<file path="src/rtl/serializer_param.sv">
// Parallel-to-serial converter with a one-word holding buffer and idle/comma fill.
// Every slot is exactly BITS cycles; empty slots carry IDLE_WORD so the line never stalls.
module serializer_param #(
    parameter int unsigned     BITS      = 8,
    parameter bit              MSB_FIRST = 1'b1,
    parameter logic [BITS-1:0] IDLE_WORD = BITS'(8'hBC)
) (
    input  logic            clk,
    input  logic            rst,
    input  logic [BITS-1:0] data,
    input  logic            enb,
    output logic            ready,
    output logic            out,
    output logic            DK,
    output logic            sof
);

    localparam int unsigned     CW   = $clog2(BITS);
    localparam logic [CW-1:0]   LAST = CW'(BITS - 1);

    typedef enum logic {
        S_IDLE = 1'b0,
        S_DATA = 1'b1
    } state_e;

    // Handshake: a word on data is taken at the next rising edge when enb && ready
    // are both high in the same cycle; data is ignored whenever ready is low.

    state_e          state_q, state_d;
    logic [BITS-1:0] shifter_q, shifter_d;
    logic [CW-1:0]   cnt_q, cnt_d;
    logic [BITS-1:0] hbuf_q, hbuf_d;
    logic            hvalid_q, hvalid_d;
    logic            out_q, out_d;
    logic            sof_q, sof_d;

    logic            last;
    logic [BITS-1:0] src_word;
    logic            src_avail;

    assign last  = (cnt_q == LAST);
    assign ready = !hvalid_q || last;
    assign out   = out_q;
    assign sof   = sof_q;
    assign DK    = (state_q == S_DATA);

    // Slot source priority: buffered word, then cut-through input, then idle fill.
    always_comb begin
        src_word  = IDLE_WORD;
        src_avail = 1'b0;
        if (hvalid_q) begin
            src_word  = hbuf_q;
            src_avail = 1'b1;
        end else if (enb) begin
            src_word  = data;
            src_avail = 1'b1;
        end
    end

    always_comb begin
        state_d   = state_q;
        shifter_d = shifter_q;
        cnt_d     = cnt_q;
        hbuf_d    = hbuf_q;
        hvalid_d  = hvalid_q;
        out_d     = out_q;
        sof_d     = 1'b0;

        if (last) begin
            shifter_d = src_word;
            out_d     = MSB_FIRST ? src_word[BITS-1] : src_word[0];
            sof_d     = 1'b1;
            state_d   = src_avail ? S_DATA : S_IDLE;
            cnt_d     = '0;
            if (hvalid_q) begin
                hvalid_d = enb;
                if (enb) begin
                    hbuf_d = data;
                end
            end
        end else begin
            // The shifter walks the slot word so the next bit is always at a fixed index.
            if (MSB_FIRST) begin
                out_d     = shifter_q[BITS-2];
                shifter_d = shifter_q << 1;
            end else begin
                out_d     = shifter_q[1];
                shifter_d = shifter_q >> 1;
            end
            cnt_d = cnt_q + CW'(1);
            if (enb && !hvalid_q) begin
                hbuf_d   = data;
                hvalid_d = 1'b1;
            end
        end
    end

    always_ff @(posedge clk or posedge rst) begin
        if (rst) begin
            state_q   <= S_IDLE;
            shifter_q <= '0;
            cnt_q     <= LAST;
            hbuf_q    <= '0;
            hvalid_q  <= 1'b0;
            out_q     <= 1'b0;
            sof_q     <= 1'b0;
        end else begin
            state_q   <= state_d;
            shifter_q <= shifter_d;
            cnt_q     <= cnt_d;
            hbuf_q    <= hbuf_d;
            hvalid_q  <= hvalid_d;
            out_q     <= out_d;
            sof_q     <= sof_d;
        end
    end

endmodule

</file>
<file path="config.mk">
export PLATFORM = sky130hd
export DESIGN_NAME = serializer_param
export DESIGN_NICKNAME = d
export VERILOG_FILES = /design/src/rtl/serializer_param.sv
export SDC_FILE = /design/constraint.sdc
export NUM_CORES = 1
export LEC_CHECK = 0
export BUFFER_PORTS_ARGS = -buffer_cell sky130_fd_sc_hd__buf_2
export CAP_MARGIN = 20
export CORE_AREA = 2 2 65 67
export CTS_CLUSTER_DIAMETER = 100
export DETAILED_ROUTE_END_ITERATION = 8
export DIE_AREA = 0 0 67 69
export GPL_TIMING_DRIVEN = 0
export PLACE_DENSITY = 0.47
export RECOVER_POWER = 25
export SLEW_MARGIN = 20
export SYNTH_ARGS = -nofsm -noshare
export SYNTH_HDL_FRONTEND = slang
export SYNTH_SLANG_ARGS = --single-unit
</file>
<file path="constraint.sdc">
create_clock -name clk -period 1.9 [get_ports clk]
set_input_delay 0.38 -clock clk [delete_from_list [all_inputs] [get_ports clk]]
set_output_delay 0.38 -clock clk [all_outputs]
set_load 0.01 [all_outputs]
</file>
==> results.json <==
{
  "outcome": "completed",
  "clk_pin_slew_ns": 0.08,
  "areaGrowthSynthToFinish_pct": 25.6,
  "finalMaxSlewViolations": 0,
  "end_kind": "output port",
  "synth.top_cell.area_share_pct": 49.0,
  "drtIter0Drc": 4,
  "hold_viol_final": 0,
  "irDropWorstVdd_uv": 706,
  "synthFlopType": "dfrtp_1",
  "wire_per_inst_um": 12.7,
  "ctsRootBufferMaster": "clkbuf_8",
  "path_max_fanout": 3,
  "dp_hpwl_mm": 1.26,
  "syn_area_um2": 971,
  "cp_num_buf_inv": 3,
  "grt_first_pass_wirelength_mm": 3.22,
  "drive_gt1_share_pct": 40.0,
  "drc_errors": 0,
  "antenna_left": 0,
  "startpoint_type": "flop",
  "grt_max_degree": 23,
  "vias": 619,
  "slowest_delay_ns": 0.56,
  "ctsLongestPathBuffers": 2,
  "fin_area_um2": 1220,
  "setup_viol": 0,
  "gp_congestion": 0.691,
  "die_x_um": 67,
  "cts_sinks": 22,
  "die_y_um": 69,
  "fin_setup_tns_ns": 0,
  "ys_top_cells_by_area": "dfrtp_1 49%, mux2_4 12%, dfstp_2 8.1%, o221ai_1 4.5%, ha_1 3.9%",
  "cts-buffers-inserted": 3,
  "register_area_um2": 554,
  "cts_tree": "built",
  "clk_latency_ns": 0.26,
  "cp.arrival_ns": 1.42,
  "synthesis.nets": 89,
  "grt_overflow": 0,
  "met2_usage_pct": 13.5,
  "syn_inst": 75,
  "timing.final.crit_share_pct": 94.8,
  "viasPerCell": 4.27,
  "initial_core_util_pct": 24.8,
  "avgSynthCellArea_um2": 12.9,
  "n_antenna_cell": 0,
  "htreeDepth": 1,
  "routed_wirelength_mm": 1.84,
  "crit_chain": "ha_4 > ha_4 > buf_6 > inv_1 > nand2_1 > buf_2",
  "placed_cell_area_um2": 1100,
  "antenna_found_initial": 0,
  "rsz0062_at_grt": "false",
  "io-pin-count": 15,
  "period_minus_slack_ns": 1.80,
  "multiInputGateArea_um2": 389,
  "cts.hold.buffers_added": 0,
  "met3_usage_pct": 3.59,
  "layout.nets": 110,
  "mostFrequentLayoutCells": "19 x dfrtp_1, 14 x buf_2, 8 x mux2_4, 8 x inv_1, 6 x o21ai_0",
  "busiest_layer": "met2",
  "ys_seq_area_share_pct": 57.1,
  "r2r_setup_slack_ns": 0.13,
  "synth_cell_type_count": 19,
  "placed_cells": 139,
  "tightest_slew_ns": 0.827,
  "dieArea_um2": 4620,
  "async_flop_share_pct": 100,
  "io_buffers": 14,
  "firstDrtPassIters": 3,
  "synth_edf_count": 0,
  "crit_top_cell": "ha_4",
  "power_density_nw_per_um2": 892,
  "required_ns": 1.52,
  "rows": 23,
  "yosysTopAreaCell": "dfrtp_1",
  "leakagePower_nw": 0.574,
  "cap_violations": 0,
  "final_common_cell": "dfrtp_1",
  "hold_path_class": "primary input to asynchronous set/reset pin",
  "crit_family": "flip-flops",
  "fin_cells": 145,
  "core_um2": 3910,
  "synth_seq_cells": 22,
  "finClkSkew_ns": 0.00911,
  "grt_use_total_pct": 9.12,
  "grt_pass1_vias": 687,
  "yosys_warnings": 0,
  "slew_headroom_pct": 44.8,
  "critPathKind": "flop to output port",
  "fill_cells": 415,
  "max_freq_mhz": 555,
  "cp_slowest_cell": "dfstp_2",
  "use_met1_pct": 12.2
}
## state kept, by name, summed over array words and instances, names as in the netlist
signal	count
DK	1
cnt_q	3
hbuf_q	8
hvalid_q	1
shifter_q	7
sof	1
out	1
## per-stage QoR
stage               setup WS, ns  power [mW]  utilization [%]  hold slack (ns)
global route              0.0274        1.15             31.2            0.341
detailed placement         0.117       0.669             28.2            0.482
finish                    0.0984        1.09             31.2            0.265
global placement           0.140       0.666             28.2            0.469
floorplan                  0.249       0.630                -            0.367
CTS                       0.0204        1.11             30.5            0.299
## cells in the mapped netlist, drive strengths merged (2+ instances only)
library cell	instances
nand2	3
mux2	8
o21ai	7
nor2b	2
inv	8
dfrtp	19
a21oi	4
dfstp	3
o221ai	5
nor2	5
buf	2
a22oi	2
ha	3
## final timing paths
check	to	cells after the start	from
setup / recovery	ready	6	cnt_q[0]
hold / removal	hbuf_q[3]	2	rst
setup reg to reg	hbuf_q[2]	7	cnt_q[0]
hold reg to reg	shifter_q[3]	2	shifter_q[2]
max in group asynchronous	DK	2	rst
min in group clk	hbuf_q[1]	2	data[1]
## worst register-to-register path, delay by kind of cell, from the launching register on
kind / cells / cell delay, ns
compound gates: 1 / 0.15
flops: 1 / 0.56
buf+inv: 2 / 0.23
fa+ha+maj: 2 / 0.27
xor+xnor: 1 / 0.13
mux: 1 / 0.32
## cell families (layout without fill, tap and decap cells)
family / Yosys count / in the layout / synth area share [%]
xor gates and xnor gates: 1 / 1 / 2.84
DFF: 22 / 22 / 57.1
muxes: 8 / 8 / 12.4
buffers and inverters: 11 / 31 / 5.41
AOI/OAI and AO/OA: 18 / 18 / 12.9
adders and majority gates: 3 / 3 / 3.87
and+or+nand+nor: 12 / 12 / 5.54
## area by class of cell
class                   instances  share of cell area, %
plain buffers                   3                   2.26
clock buffers                   3                   3.38
clock inverters                 1                   2.46
inverters                       8                   2.46
multi-input cells              42                   31.9
flip-flops and latches         22                   45.4
well taps                      50                   5.13
repair buffers                 16                   6.97
## metal layers
| metal | vias to the layer above | wire length [um] |
|---|---|---|
| li1 | 297 | - |
| met1 | 305 | 834 |
| met2 | 15 | 880 |
| met3 | 2 | 109 |
| met4 | 0 | 14 |
| met5 | - | 0 |
## where the power goes
group          switching, mW  total [mW]  internal (mW)
Clock                  0.149       0.431          0.281
Sequential            0.0198       0.537          0.518
Combinational         0.0552       0.120         0.0651
Total                  0.224        1.09          0.864
## timing repair
action,4_1_cts,5_1_grt
setup endpoints to repair,1,15
cloned,0,0
gates resized for setup,1,6
pin swaps,0,2
buffers inserted,2,0
Note: power is estimated with default switching activity, not from simulation.
